--- src/rtl/shift_edge_pkg.sv ---
// rtl/shift_edge_pkg.sv - shared state encoding, counter width helper and parameter checks
package shift_edge_pkg;

  // Per-channel debounce state, implied by whether the counter is running
  typedef enum logic {
    ST_STABLE  = 1'b0,
    ST_PENDING = 1'b1
  } chan_state_t;

  // Counter must be able to hold DEBOUNCE itself
  function automatic int cnt_width(input int debounce);
    return (debounce < 1) ? 1 : $clog2(debounce + 1);
  endfunction

  // Legal build: at least one channel, two sync flops, one stable cycle
  function automatic bit params_ok(input int channels, input int sync_stages,
                                   input int debounce);
    return (channels >= 1) && (sync_stages >= 2) && (debounce >= 1);
  endfunction

endpackage

--- src/rtl/shift_edge_chan.sv ---
// rtl/shift_edge_chan.sv - one conditioned input: sync chain, debounce, edge pulses, sticky flag
module shift_edge_chan
  import shift_edge_pkg::*;
#(
  parameter int SYNC_STAGES = 2,
  parameter int DEBOUNCE    = 4
) (
  input  logic       clk,
  input  logic       rst_n,
  input  logic       signal,
  input  logic       clr,
  output logic [1:0] val,
  output logic       level,
  output logic       rise,
  output logic       fall,
  output logic       o_event
);

  localparam int            CW   = cnt_width(DEBOUNCE);
  localparam logic [CW-1:0] LAST = CW'(DEBOUNCE - 1);

  logic [SYNC_STAGES-1:0] r_sync;
  logic                   r_s_prev;
  logic [CW-1:0]          r_cnt;
  logic                   r_level;
  logic                   r_rise;
  logic                   r_fall;
  logic                   r_event;
  logic                   w_s;
  chan_state_t            w_state;

  assign w_s     = r_sync[SYNC_STAGES-1];
  assign w_state = (r_cnt != '0) ? ST_PENDING : ST_STABLE;

  // Synchroniser chain plus one extra sample of history for val
  always_ff @(posedge clk or negedge rst_n) begin
    if (!rst_n) begin
      r_sync   <= '0;
      r_s_prev <= 1'b0;
    end else begin
      r_sync   <= {r_sync[SYNC_STAGES-2:0], signal};
      r_s_prev <= w_s;
    end
  end

  // Debounce FSM: level flips only after DEBOUNCE consecutive disagreeing samples
  always_ff @(posedge clk or negedge rst_n) begin
    if (!rst_n) begin
      r_cnt   <= '0;
      r_level <= 1'b0;
      r_rise  <= 1'b0;
      r_fall  <= 1'b0;
    end else begin
      r_rise <= 1'b0;
      r_fall <= 1'b0;
      case (w_state)
        ST_STABLE: begin
          if (w_s != r_level) begin
            if (LAST == '0) begin
              r_level <= w_s;
              r_rise  <= w_s;
              r_fall  <= ~w_s;
            end else begin
              r_cnt <= CW'(1);
            end
          end
        end
        default: begin
          if (w_s == r_level) begin
            r_cnt <= '0;
          end else if (r_cnt == LAST) begin
            r_cnt   <= '0;
            r_level <= w_s;
            r_rise  <= w_s;
            r_fall  <= ~w_s;
          end else begin
            r_cnt <= r_cnt + CW'(1);
          end
        end
      endcase
    end
  end

  // Sticky flag follows the registered pulses; a new pulse beats a clear
  always_ff @(posedge clk or negedge rst_n) begin
    if (!rst_n) begin
      r_event <= 1'b0;
    end else begin
      r_event <= r_rise | r_fall | (r_event & ~clr);
    end
  end

  assign val     = {r_s_prev, w_s};
  assign level   = r_level;
  assign rise    = r_rise;
  assign fall    = r_fall;
  assign o_event = r_event;

endmodule

--- src/rtl/shift_edge_detect.sv ---
// rtl/shift_edge_detect.sv - multi-channel input conditioner built from independent channels
module shift_edge_detect
  import shift_edge_pkg::*;
#(
  parameter int CHANNELS    = 4,
  parameter int SYNC_STAGES = 2,
  parameter int DEBOUNCE    = 4
) (
  input  logic                  clk,
  input  logic                  rst_n,
  input  logic [CHANNELS-1:0]   signal,
  input  logic [CHANNELS-1:0]   clr,
  output logic [2*CHANNELS-1:0] val,
  output logic [CHANNELS-1:0]   level,
  output logic [CHANNELS-1:0]   rise,
  output logic [CHANNELS-1:0]   fall,
  output logic [CHANNELS-1:0]   o_event
);

  if (!params_ok(CHANNELS, SYNC_STAGES, DEBOUNCE)) begin : g_param_check
    $error("shift_edge_detect: illegal CHANNELS/SYNC_STAGES/DEBOUNCE");
  end

  // One channel per input bit, outputs packed channel-major
  for (genvar i = 0; i < CHANNELS; i++) begin : g_chan
    shift_edge_chan #(
      .SYNC_STAGES(SYNC_STAGES),
      .DEBOUNCE   (DEBOUNCE)
    ) u_chan (
      .clk    (clk),
      .rst_n  (rst_n),
      .signal (signal[i]),
      .clr    (clr[i]),
      .val    (val[2*i +: 2]),
      .level  (level[i]),
      .rise   (rise[i]),
      .fall   (fall[i]),
      .o_event(o_event[i])
    );
  end

endmodule

--- config.mk ---
export PLATFORM = sky130hd
export DESIGN_NAME = shift_edge_detect
export DESIGN_NICKNAME = d
export VERILOG_FILES = /design/src/rtl/shift_edge_pkg.sv /design/src/rtl/shift_edge_chan.sv /design/src/rtl/shift_edge_detect.sv
export SDC_FILE = /design/constraint.sdc
export NUM_CORES = 1
export LEC_CHECK = 0
export BUFFER_PORTS_ARGS = -buffer_cell sky130_fd_sc_hd__buf_2
export CAP_MARGIN = 15
export CORE_ASPECT_RATIO = 0.6
export CORE_UTILIZATION = 61
export CTS_BUF_LIST = sky130_fd_sc_hd__clkbuf_8
export CTS_CLUSTER_SIZE = 24
export DETAILED_ROUTE_END_ITERATION = 10
export PLACE_DENSITY = 0.87
export SLEW_MARGIN = 10
export SYNTH_ARGS = -nofsm -noshare
export SYNTH_HDL_FRONTEND = slang
export SYNTH_SLANG_ARGS = --single-unit
export TNS_END_PERCENT = 100
--- constraint.sdc ---
create_clock -name clk -period 3.6 [get_ports clk]
set_input_delay 0.18 -clock clk [delete_from_list [all_inputs] [get_ports clk]]
set_output_delay 0.18 -clock clk [all_outputs]
set_load 0.02 [all_outputs]
==> results.md, run 1 <==
* Layout cell share with drive strength beyond 1 at approximately 28%
* Top area cells in the synthesized netlist: dfrtp_1 58%, buf_4 10%, ha_1 5.8%
* Drt first pass iters at 7
* Port Buf Inserts at 33
* Largest family of logic cells by synthesized area: buffers and inverters
* Final GP Congestion at a little under 0.7
* CTS Sinks at 40
* Initial Utilization at roughly two thirds
* WP data required at 3.78 ns
* Post-DRT Antenna Nets at 0
* Cell accounting for the most synthesized area: dfrtp_1
* Synth Area in Compound Gates at 5.07%
* Syn Inst Count at ~140
* Worst-Skew Late Latency at between 0.2 and 0.3 ns
* CP Capture Type: flip-flop
* Post-CTS Setup Inserts at 0
* Die Width at 70.7 um
* CTS Buffer Depth at 2
* CTS tree: done
* Highest metal used: met4
* Worst r2r path cells at 4
* Drt drc at 6
* Rows at 14
* Top-area cell type share of the netlist area at 57.9%
* Ant diodes at 0
* Status: complete, but fails checks
* Pre-CTS worst setup slack at ~2.1 ns
* Mux contribution to synthesized area at 2.82%
* Power Dens Cells at 723 nW/um^2
* Count leader, synth: dfrtp_1
* DIE AREA at 3060 sq um
* H-tree lvl count at 2
* Period minus WS final at about 1.5 ns
* Hold_ws at approximately 0.0015 ns
* Fin. max-slew vios at 0
* Crit path launch type: flip-flop
* Clock Skews at roughly 0.0077 ns
* Final worst slack at approximately 2.1 ns
* Core area at 2590 sq um
* Dpl cells at about 190
* FF-to-FF End: g_chan[3].u_chan.level$_DFFE_PN0P_
* Synth unique cells at 26
* Setup-failing EPs final at 0
* Sequential share of the synthesized area at 57.9%
* Clock transition at path regs at 0.08 ns
* Fmax at around 670 MHz
* Largest net degree at the start of global routing at 41
* Worst rel slew slack at between 40 and 50%
* Ys flop type: dfrtp_1
* I/O pin cnt at 34
* TritonCTS Buffers at 5
* Violations in the final reports: DRC
* RSZ-0062 raised after global routing: no
* Initial antenna violation count at 0
* VDD IR max at 411 uV
* Synthesized area at 1730 sq um
* Post-synth EDFFs at 0
* Nets at 182
* Final design utilization at roughly three quarters
* Area added between synthesis and finish at 9.99%
* Seq cells post-synth at 40
* Avg Cell Area, Syn at about 12 sq um
* Fill cells at ~190
* Remaining global-route overflow at 0
* XOR/XNOR share of the synthesized area at 2.03%
* Maxcap violations at 0
* Tot GR Track Use at 19.5%
* Die Y at 43.2 um
* Root Buffer: clkbuf_8
* Reg2reg start: g_chan[3].u_chan.r_cnt[0]$_DFFE_PN0P_
* Worst-path maximum fanout at 3
* Async SR Flop Fraction at 100%
* Vias in the first global route at 1029
* Vias at 995
* Leakage at 0.968 nW
* First-iteration detailed-routing DRC count at 57
* R2R setup slack at 2.12 ns
* Final HPWL DP at ~1.8 mm
* Met3 WL at 127 um
* Adder-Cell Fraction of Synth Area at 5.79%
* Yosys warnings at 0
* First-pass GRT wire length at 4.31 mm
* Resized Gates After CTS at 0
* Setup TNS Final at 0 ns
* Total wire length at 2.57 mm
* Vias per cell at just over 5
* Top cells by count, synth: 40 x dfrtp_1, 24 x buf_4, 13 x inv_1
* Fin. Hold Viols at 0
* Critical path class: flip-flop to flip-flop
* Avg WL per Cell at 13.0 um
* Finished Layout Cells at 197
* Final period utilization at 41.2%
* Worst hold path class: input pin to asynchronous set/reset pin
* Post-CTS Hold Fix Bufs at 4
* Post-synthesis simple-gate area fraction at 13.2%
* Slew @ Worst Pin at 0.843 ns
* Wire length on met2 at 1.26 mm
* Critical Path AT at 1.66 ns
* Syn Nets at around 160
* Met1 Routed Length at 1.17 mm
[how the worst max path moves through the flow]
stage,start,endpoint,cells past startpoint
after floorplan,g_chan[3].u_chan.r_cnt[0]$_DFFE_PN0P_,g_chan[3].u_chan.level$_DFFE_PN0P_,4
after global placement,g_chan[3].u_chan.r_cnt[0]$_DFFE_PN0P_,g_chan[3].u_chan.level$_DFFE_PN0P_,4
after detailed placement,g_chan[3].u_chan.r_cnt[0]$_DFFE_PN0P_,g_chan[3].u_chan.level$_DFFE_PN0P_,4
after CTS,g_chan[3].u_chan.r_cnt[0]$_DFFE_PN0P_,g_chan[3].u_chan.level$_DFFE_PN0P_,4
after global routing,g_chan[3].u_chan.r_cnt[0]$_DFFE_PN0P_,g_chan[3].u_chan.level$_DFFE_PN0P_,4
final,g_chan[3].u_chan.r_cnt[0]$_DFFE_PN0P_,g_chan[3].u_chan.level$_DFFE_PN0P_,4
[state kept, by name (all words and copies together) (netlist names)]
| name | flops |
|---|---|
| g_chan.u_chan.r_cnt | 12 |
| g_chan.u_chan.r_sync | 8 |
| g_chan.u_chan.fall | 4 |
| g_chan.u_chan.level | 4 |
| g_chan.u_chan.o_event | 4 |
| g_chan.u_chan.r_s_prev | 4 |
| g_chan.u_chan.rise | 4 |
[cell usage in the layout, fill, tap and decap left out, drive strengths merged]
cell / synthesis / final
dfrtp: 40 / 40
buf: 24 / 33
inv: 13 / 14
nor3b: 10 / 10
ha: 8 / 8
nor2: 7 / 7
o21ai: 7 / 7
nand2: 7 / 7
clkbuf: 0 / 5
nand2b: 4 / 4
dlygate4sd3: 0 / 4
mux2: 4 / 4
xnor2: 2 / 2
nand4b: 2 / 2
xor2: 2 / 2
o31ai: 2 / 2
and3b: 2 / 2
or3b: 1 / 1
or2: 1 / 1
or3: 1 / 1
nand3: 1 / 1
o211a: 1 / 1
a22oi: 1 / 1
and3: 1 / 1
o211ai: 1 / 1
a21oi: 1 / 1
a211oi: 1 / 1
clkinv: 0 / 1
bufinv: 0 / 1
[metrics by stage]
stage	total power, mW	cell area (sq um)
after CTS	1.38	1900
after global routing	1.47	1900
after detailed placement	1.03	1750
final	1.38	1900
after global placement	0.992	1750
after floorplan	0.967	1730
[cells by family (layout without fill, tap and decap cells)]
| logic type | count (synthesis) | count (layout) |
|---|---|---|
| DFF | 40 | 40 |
| adders and majority gates | 8 | 8 |
| xor gates and xnor gates | 4 | 4 |
| buffers and inverters | 37 | 58 |
| muxes | 4 | 4 |
| AOI/OAI and AO/OA | 14 | 14 |
| and+or+nand+nor | 37 | 37 |
[report_power, final]
part           internal, mW  switching, mW  total, mW
sequential            0.535         0.0754      0.611
combinational         0.179          0.238      0.417
clock                 0.203          0.145      0.347
[per-layer routing]
layer  track usage [%]  up-vias
met5                 0        -
met4              8.00        0
met3              7.13        2
met2              34.2       25
met1              22.0      478
li1                  -      490
[cell type report]
type | count | area (sq um) | area share (%)
clock inverters | 3 | 38.8 | 2.04
flip-flops and latches | 40 | 1000 | 52.6
inverters | 13 | 48.8 | 2.57
repair buffers | 37 | 205 | 10.8
clock buffers | 5 | 68.8 | 3.62
multi-input cells | 67 | 499 | 26.3
well taps | 32 | 40.0 | 2.11
[worst max-delay path: stages, from the launching register on]
cell	delay, ns
dfrtp_1	0.37
inv_1	0.08
ha_1	0.23
or3_4	0.40
mux2_4	0.30
No activity file was read; power rests on OpenSTA's default activity.
==> run 2: changes to the inputs <==
- CORE_UTILIZATION: 61 -> 56
- PLACE_DENSITY: 0.87 -> 0.81
- clock period: 3.6 -> 1.5 ns (I/O delays scaled with it)
==> run 2 against run 1 <==
Compared with the run above:
- the flow now finishes without violations
- first-iteration DRC count decreased by 35%
- clock skew fell by 0.0056 ns
- combinational power grew to 2.5 times the previous value
- largest cell class unchanged
- highest routed layer unchanged
==> results.md, run 2 (synthesis gave the netlist of run 1 again) <==
* Status: finished, final reports clean
* Rows at 15 (+1)
* Period minus WS final at 1.46 ns (-0.0190 ns)
* Fmax at 683 MHz (+1.3%)
* Setup TNS Final at 0 ns (unchanged)
* Crit path launch type: flip-flop
* Vias at 1046 (+5.1%)
* Worst-path maximum fanout at 4 (+1)
* CP Capture Type: flip-flop
* First-iteration detailed-routing DRC count at 37 (-35%)
* DIE AREA at 3320 sq um (+8.6%)
* Post-DRT Antenna Nets at 0 (unchanged)
* Final worst slack at 0.0353 ns (-2.08 ns)
* Clock Skews at 0.00214 ns (-0.00556 ns)
* Worst rel slew slack at 68.0% (+24 points)
* Ant diodes at 0 (unchanged)
* Final HPWL DP at 1.73 mm (-6.3%)
* Die Y at 45.0 um (+4.2%)
* Fin. max-slew vios at 0 (unchanged)
* Switching Fraction at 34.3% (+1.0 points)
* Final GP Congestion at 0.737 (+6.9%)
* Combinational fraction of design power at 32.6% (+2.3 points)
* Drt first pass iters at 4 (-3)
* Vias per cell at 4.89 (-3.2%)
* First-pass GRT wire length at 4.10 mm (-4.8%)
* Core area at 2910 sq um (+12%)
* Avg WL per Cell at 12.2 um (-6.3%)
* Leakage at 0.995 nW (+2.8%)
* Design Area, Final at 1970 sq um (+3.6%)
* Initial Utilization at 59.4% (-7.3 points)
* RSZ-0062 raised after global routing: no
* Nets at 189 (+3.8%)
* Clock transition at path regs at 0.07 ns (about the same)
* H-tree lvl count at 2 (unchanged)
* Area added between synthesis and finish at 14.0%
* Critical path class: flip-flop to flip-flop
* Final period utilization at 97.6% (+56 points)
* Fin. Hold Viols at 0 (unchanged)
* Most frequent cells in the layout: 40 x dfrtp_1, 33 x buf_2, 15 x inv_1
* Vias in the first global route at 981 (-4.7%)
* Layout cell share with drive strength beyond 1 at 28.5% (+0.61 points)
* Fill cells at 213 (+13%)
* CTS Sinks at 40 (unchanged)
* Psw at 1.10 mW (+140%)
* CP peak stage delay at 0.42 ns (+0.02 ns)
* Setup-failing EPs final at 0 (unchanged)
* Largest registers: g_chan.u_chan.r_cnt (12), g_chan.u_chan.r_sync (8)
* Largest register FFs at 12 (unchanged)
* Critical Path AT at 1.64 ns (-0.02 ns)
* Power Dens Cells at 1630 nW/um^2 (+130%)
* Most flops, register: g_chan.u_chan.r_cnt
* Buf/Inv on CP at 1 (unchanged)
* Int Pwr at 2.11 mW (+130%)
* Maxcap violations at 0 (unchanged)
* Total wire length at 2.61 mm (+1.8%)
* CTS Buffer Depth at 2 (unchanged)
* WP data required at 1.68 ns (-2.10 ns)
* Critical path, cell by cell: inv_1, ha_2, or3b_4, mux2_4
* VDD IR max at 811 uV (+97%)
* Slew @ Worst Pin at 0.480 ns (-0.363 ns)
* Reg2reg start: g_chan[0].u_chan.r_cnt[0]$_DFFE_PN0P_
* Commonest non-fill, non-tap cell in the layout: dfrtp_1
* Worst hold start: g_chan[0].u_chan.r_sync[0]$_DFF_PN0_
* Pre-CTS worst setup slack at 0.0517 ns (-2.09 ns)
* I/O pin cnt at 34 (unchanged)
* Worst-Skew Late Latency at 0.29 ns (about the same)
* Largest net degree at the start of global routing at 41 (unchanged)
* Clock power frac at 21.9% (-3.4 points)
* TritonCTS Buffers at 5 (unchanged)
* Launch point of the worst path: g_chan[0].u_chan.r_cnt[0]$_DFFE_PN0P_
* Drt drc at 0 (-6)
* Root Buffer: clkbuf_8
* CTS tree: done
* Slowest cell on the critical path: or3b_4
* Sequential share of power at 45.6% (+1.2 points)
* Die Width at 73.7 um (+4.2%)
* Port Buf Inserts at 33 (unchanged)
* Worst hold path class: flip-flop to flip-flop
* Tot GR Track Use at 18.0% (-1.5 points)
* Dpl cell area at 1770 sq um (+1.1%)
* Remaining global-route overflow at 0 (unchanged)
* Top delay family on crit path: simple AND/OR/NAND/NOR gates
* Initial antenna violation count at 0 (unchanged)
-- run 2: layout make-up --
class / instances / area [sq um] / share of cell area, %
flip-flops and latches: 40 / 1000 / 50.8
clock inverters: 2 / 7.51 / 0.381
clock buffers: 6 / 82.6 / 4.19
well taps: 42 / 52.6 / 2.67
repair buffers: 44 / 270 / 13.7
inverters: 13 / 48.8 / 2.48
multi-input cells: 67 / 508 / 25.8
-- run 2: power by group through the flow --
stage          sequential (mW)  clock, mW  combinational, mW
3_5_place_dp              1.48          0               1.00
3_3_place_gp              1.46          0              0.925
5_1_grt                   1.49      0.773               1.17
6_report                  1.46      0.702               1.05
4_1_cts                   1.46      0.726               1.03
2_1_floorplan             1.44          0              0.881
-- run 2: path summary, 6_finish.rpt --
path                       slack [ns]                                     to  cells past startpoint
max in group asynchronous        0.80  g_chan[3].u_chan.r_cnt[1]$_DFFE_PN0P_                      3
max reg2reg                      0.04     g_chan[0].u_chan.level$_DFFE_PN0P_                      4
min                              0.35   g_chan[0].u_chan.r_sync[1]$_DFF_PN0_                      0
max                              0.04     g_chan[0].u_chan.level$_DFFE_PN0P_                      4
min in group asynchronous        0.36    g_chan[0].u_chan.r_s_prev$_DFF_PN0_                      3
min reg2reg                      0.35   g_chan[0].u_chan.r_sync[1]$_DFF_PN0_                      0
-- run 2: stage by stage --
| step | util, % | hold WS [ns] | std cells | power [mW] |
|---|---|---|---|---|
| after global placement | 61.0 | 0.147 | 196 | 2.38 |
| after floorplan | - | -0.221 | 144 | 2.32 |
| final | 67.7 | 0.350 | 214 | 3.21 |
| after global routing | 67.7 | 0.361 | 214 | 3.44 |
| after CTS | 67.2 | 0.353 | 213 | 3.22 |
| after detailed placement | 61.0 | 0.161 | 196 | 2.48 |
-- run 2: per-layer routing --
layer / routed length (um) / vias up / global-route usage, % / part of all wire, %
met5: 0 / - / 0 / 0
met4: 10 / 0 / 7.31 / 0.38
met3: 174 / 2 / 9.15 / 6.7
met2: 1290 / 33 / 31.6 / 49
met1: 1140 / 511 / 18.7 / 44
li1: - / 500 / - / -
-- run 2: worst reg2reg max path, stage by stage, from the launching register on --
cell and delay, ns:
dfrtp_1 0.39, inv_1 0.06, ha_2 0.17, or3b_4 0.42
mux2_4 0.31
-- run 2: timing repair --
action | in CTS | in global routing
hold buffers | 9 | 0
endpoints found under the hold margin | 48 | 0
endpoints found under the setup margin | 0 | 2
setup buffers | 0 | 1
gates resized for setup | 0 | 3
==> run 3: changes to the inputs <==
- CELL_PAD_IN_SITES_DETAIL_PLACEMENT: default -> 0
- CELL_PAD_IN_SITES_GLOBAL_PLACEMENT: default -> 1
- CORE_UTILIZATION: 56 -> 45
- CTS_BUF_LIST: sky130_fd_sc_hd__clkbuf_8 -> sky130_fd_sc_hd__clkbuf_2
- PLACE_DENSITY: 0.81 -> default
- PLACE_DENSITY_LB_ADDON: default -> 0.1
==> run 3 against run 2 <==
Compared with the run above:
- wire length shrank 5.8%
- power decreased by 9.6%
- design area decreased by 3.0%
- register-to-register slack barely moved
- cell count rose by 1.4%
- die area is 24% higher
- hold slack got worse by 0.088 ns
- first-iteration DRC count is 27% lower
- highest routed layer unchanged
==> results.md, run 3 (synthesis gave the netlist of run 1 again) <==
* Worst rel slew slack at 67.7% (-0.34 points)
* Vias at 1007 (-3.7%)
* Fin. max-slew vios at 0 (unchanged)
* Initial antenna violation count at 0 (unchanged)
* Core area at 3680 sq um (+26%)
* Final GP Congestion at 0.740 (+0.35%)
* Area added between synthesis and finish at 10.5%
* Root Buffer: clkbuf_2
* First-iteration detailed-routing DRC count at 27 (-27%)
* Worst-path maximum fanout at 3 (-1)
* CTS Sinks at 40 (unchanged)
* GRT Max-Usage Layer: met2
* WP data required at 1.77 ns (+0.09 ns)
* Layout cell share with drive strength beyond 1 at 28.8% (+0.34 points)
* First-pass GRT wire length at 3.89 mm (-5.1%)
* Maxcap violations at 0 (unchanged)
* Status: finished, final reports clean
* Power Dens Cells at 1520 nW/um^2 (-6.8%)
* Hold_ws at 0.263 ns (-0.0879 ns)
* Reg2reg start: g_chan[3].u_chan.r_cnt[0]$_DFFE_PN0P_
* Met1 Resource Use GR at 17.8% (-0.93 points)
* VDD IR max at 648 uV (-20%)
* Worst r2r path cells at 4 (unchanged)
* Vias in the first global route at 894 (-8.9%)
* Largest net degree at the start of global routing at 41 (unchanged)
* Critical Path AT at 1.72 ns (+0.08 ns)
* GR Layer Usage met2 at 18.2% (-13 points)
* Port Buf Inserts at 33 (unchanged)
* Total wire length at 2.46 mm (-5.8%)
* R2R setup slack at 0.05 ns (about the same)
* Slew @ Worst Pin at 0.485 ns (+0.00503 ns)
* Rows at 17 (+2)
* CP Capture Type: flip-flop
* FF-to-FF End: g_chan[3].u_chan.level$_DFFE_PN0P_
* H-tree lvl count at 2 (unchanged)
* Multi-input logic area at 504 sq um (-0.74%)
* Commonest non-fill, non-tap cell in the layout: dfrtp_1
* I/O pin cnt at 34 (unchanged)
* Crit path launch type: flip-flop
* Tot GR Track Use at 13.2% (-4.8 points)
* Period minus WS final at 1.45 ns (-0.0102 ns)
* Met3 Track Usage GR at 5.56% (-3.6 points)
* Most frequent cells in the layout: 40 x dfrtp_1, 33 x buf_2, 13 x inv_1
* Critical path class: flip-flop to flip-flop
* Dpl cells at 201 (+2.6%)
* Post-CTS Setup Inserts at 0 (unchanged)
* Largest registers: g_chan.u_chan.r_cnt (12), g_chan.u_chan.r_sync (8)
* Fmax at 688 MHz (+0.70%)
* Final period utilization at 97.0% (-0.68 points)
* TritonCTS Buffers at 5 (unchanged)
* Final HPWL DP at 1.65 mm (-4.5%)
* Remaining global-route overflow at 0 (unchanged)
* Pre-CTS worst setup slack at 0.0501 ns (-0.00155 ns)
* Sequential standard cell area at 1000 sq um (unchanged)
* Clock Skews at 0.00141 ns (-0.000725 ns)
* Worst-Skew Late Latency at 0.36 ns (+0.07 ns)
* CTS Buffer Depth at 2 (unchanged)
* Die Y at 50.0 um (+11%)
* Leakage at 0.960 nW (-3.4%)
* Fill cells at 334 (+57%)
* Final worst slack at 0.0455 ns (+0.0102 ns)
* Ant diodes at 0 (unchanged)
* Finished Layout Cells at 217 (+1.4%)
* RSZ-0062 raised after global routing: yes
* Drt drc at 0 (unchanged)
* Nets at 188 (-0.53%)
* Die Width at 82.0 um (+11%)
* Fin. Hold Viols at 0 (unchanged)
* Final design utilization at 51.9% (-16 points)
* Vias per cell at 4.64 (-5.1%)
* Avg WL per Cell at 11.3 um (-7.1%)
* Drt first pass iters at 6 (+2)
* CTS tree: done
* Setup-failing EPs final at 0 (unchanged)
* Clock transition at path regs at 0.18 ns (+0.11 ns)
* Post-DRT Antenna Nets at 0 (unchanged)
* Most flops, register: g_chan.u_chan.r_cnt
* Worst hold path class: input pin to asynchronous set/reset pin
* Largest register FFs at 12 (unchanged)
* Initial Utilization at 47.0% (-12 points)
* DIE AREA at 4100 sq um (+24%)
[run 3: changes by cell type in the layout (fill, tap and decap cells not counted)]
cell / previous run / this run
mux2_2: 2 / 3
buf_4: 2 / 1
mux2_4: 2 / 1
clkbuf_2: 0 / 6
clkbuf_8: 6 / 0
clkinv_2: 0 / 1
inv_1: 15 / 13
[run 3: metal layers]
metal | vias to the layer above | wire (um)
met5 | - | 0
met4 | 0 | 31
met3 | 5 | 136
met2 | 27 | 1030
met1 | 480 | 1260
li1 | 495 | -
[run 3: worst max path at each step]
stage / start / end / slack [ns] / cells after the start
floorplan: g_chan[3].u_chan.r_cnt[0]$_DFFE_PN0P_ / g_chan[3].u_chan.level$_DFFE_PN0P_ / 0.11 / 4
finish: g_chan[3].u_chan.r_cnt[0]$_DFFE_PN0P_ / g_chan[3].u_chan.level$_DFFE_PN0P_ / 0.05 / 4
global route: g_chan[0].u_chan.r_cnt[0]$_DFFE_PN0P_ / g_chan[0].u_chan.level$_DFFE_PN0P_ / -0.004 / 4
detailed placement: g_chan[3].u_chan.r_cnt[0]$_DFFE_PN0P_ / g_chan[3].u_chan.level$_DFFE_PN0P_ / 0.05 / 4
global placement: g_chan[3].u_chan.r_cnt[0]$_DFFE_PN0P_ / g_chan[3].u_chan.level$_DFFE_PN0P_ / 0.1 / 4
CTS: g_chan[3].u_chan.r_cnt[0]$_DFFE_PN0P_ / g_chan[3].u_chan.level$_DFFE_PN0P_ / 0.03 / 4
[run 3: layout make-up]
cell class	count	area share [%]
Tap cell	47	3.08
Multi-Input combinational cell	67	26.4
Clock inverter	1	0.262
Inverter	13	2.55
Timing Repair Buffer	43	13.8
Clock buffer	6	1.57
Sequential cell	40	52.4
[run 3: report_power, final]
part           internal, mW  total [mW]  switching [mW]
combinational         0.450        1.01           0.563
clock                 0.112       0.428           0.317
sequential             1.28        1.46           0.181
total                  1.84        2.90            1.06
[run 3: worst max-delay path, cell delays in order (launching register included)]
cell     delay [ns]
dfrtp_1        0.41
inv_1          0.08
ha_2           0.20
or3_4          0.38
mux2_4         0.30
[run 3: per-stage QoR]
step / instance area [sq um] / setup TNS [ns] / power (mW)
floorplan: 1730 / 0 / 2.32
global placement: 1780 / 0 / 2.41
detailed placement: 1780 / 0 / 2.46
CTS: 1910 / 0 / 2.93
global route: 1910 / -0.00362 / 3.13
finish: 1910 / 0 / 2.90
[run 3: timing repair]
item,4_1_cts,5_1_grt
hold buffers,9,0
setup endpoints to repair,0,2
gates resized for setup,0,2
hold endpoints to repair,48,0
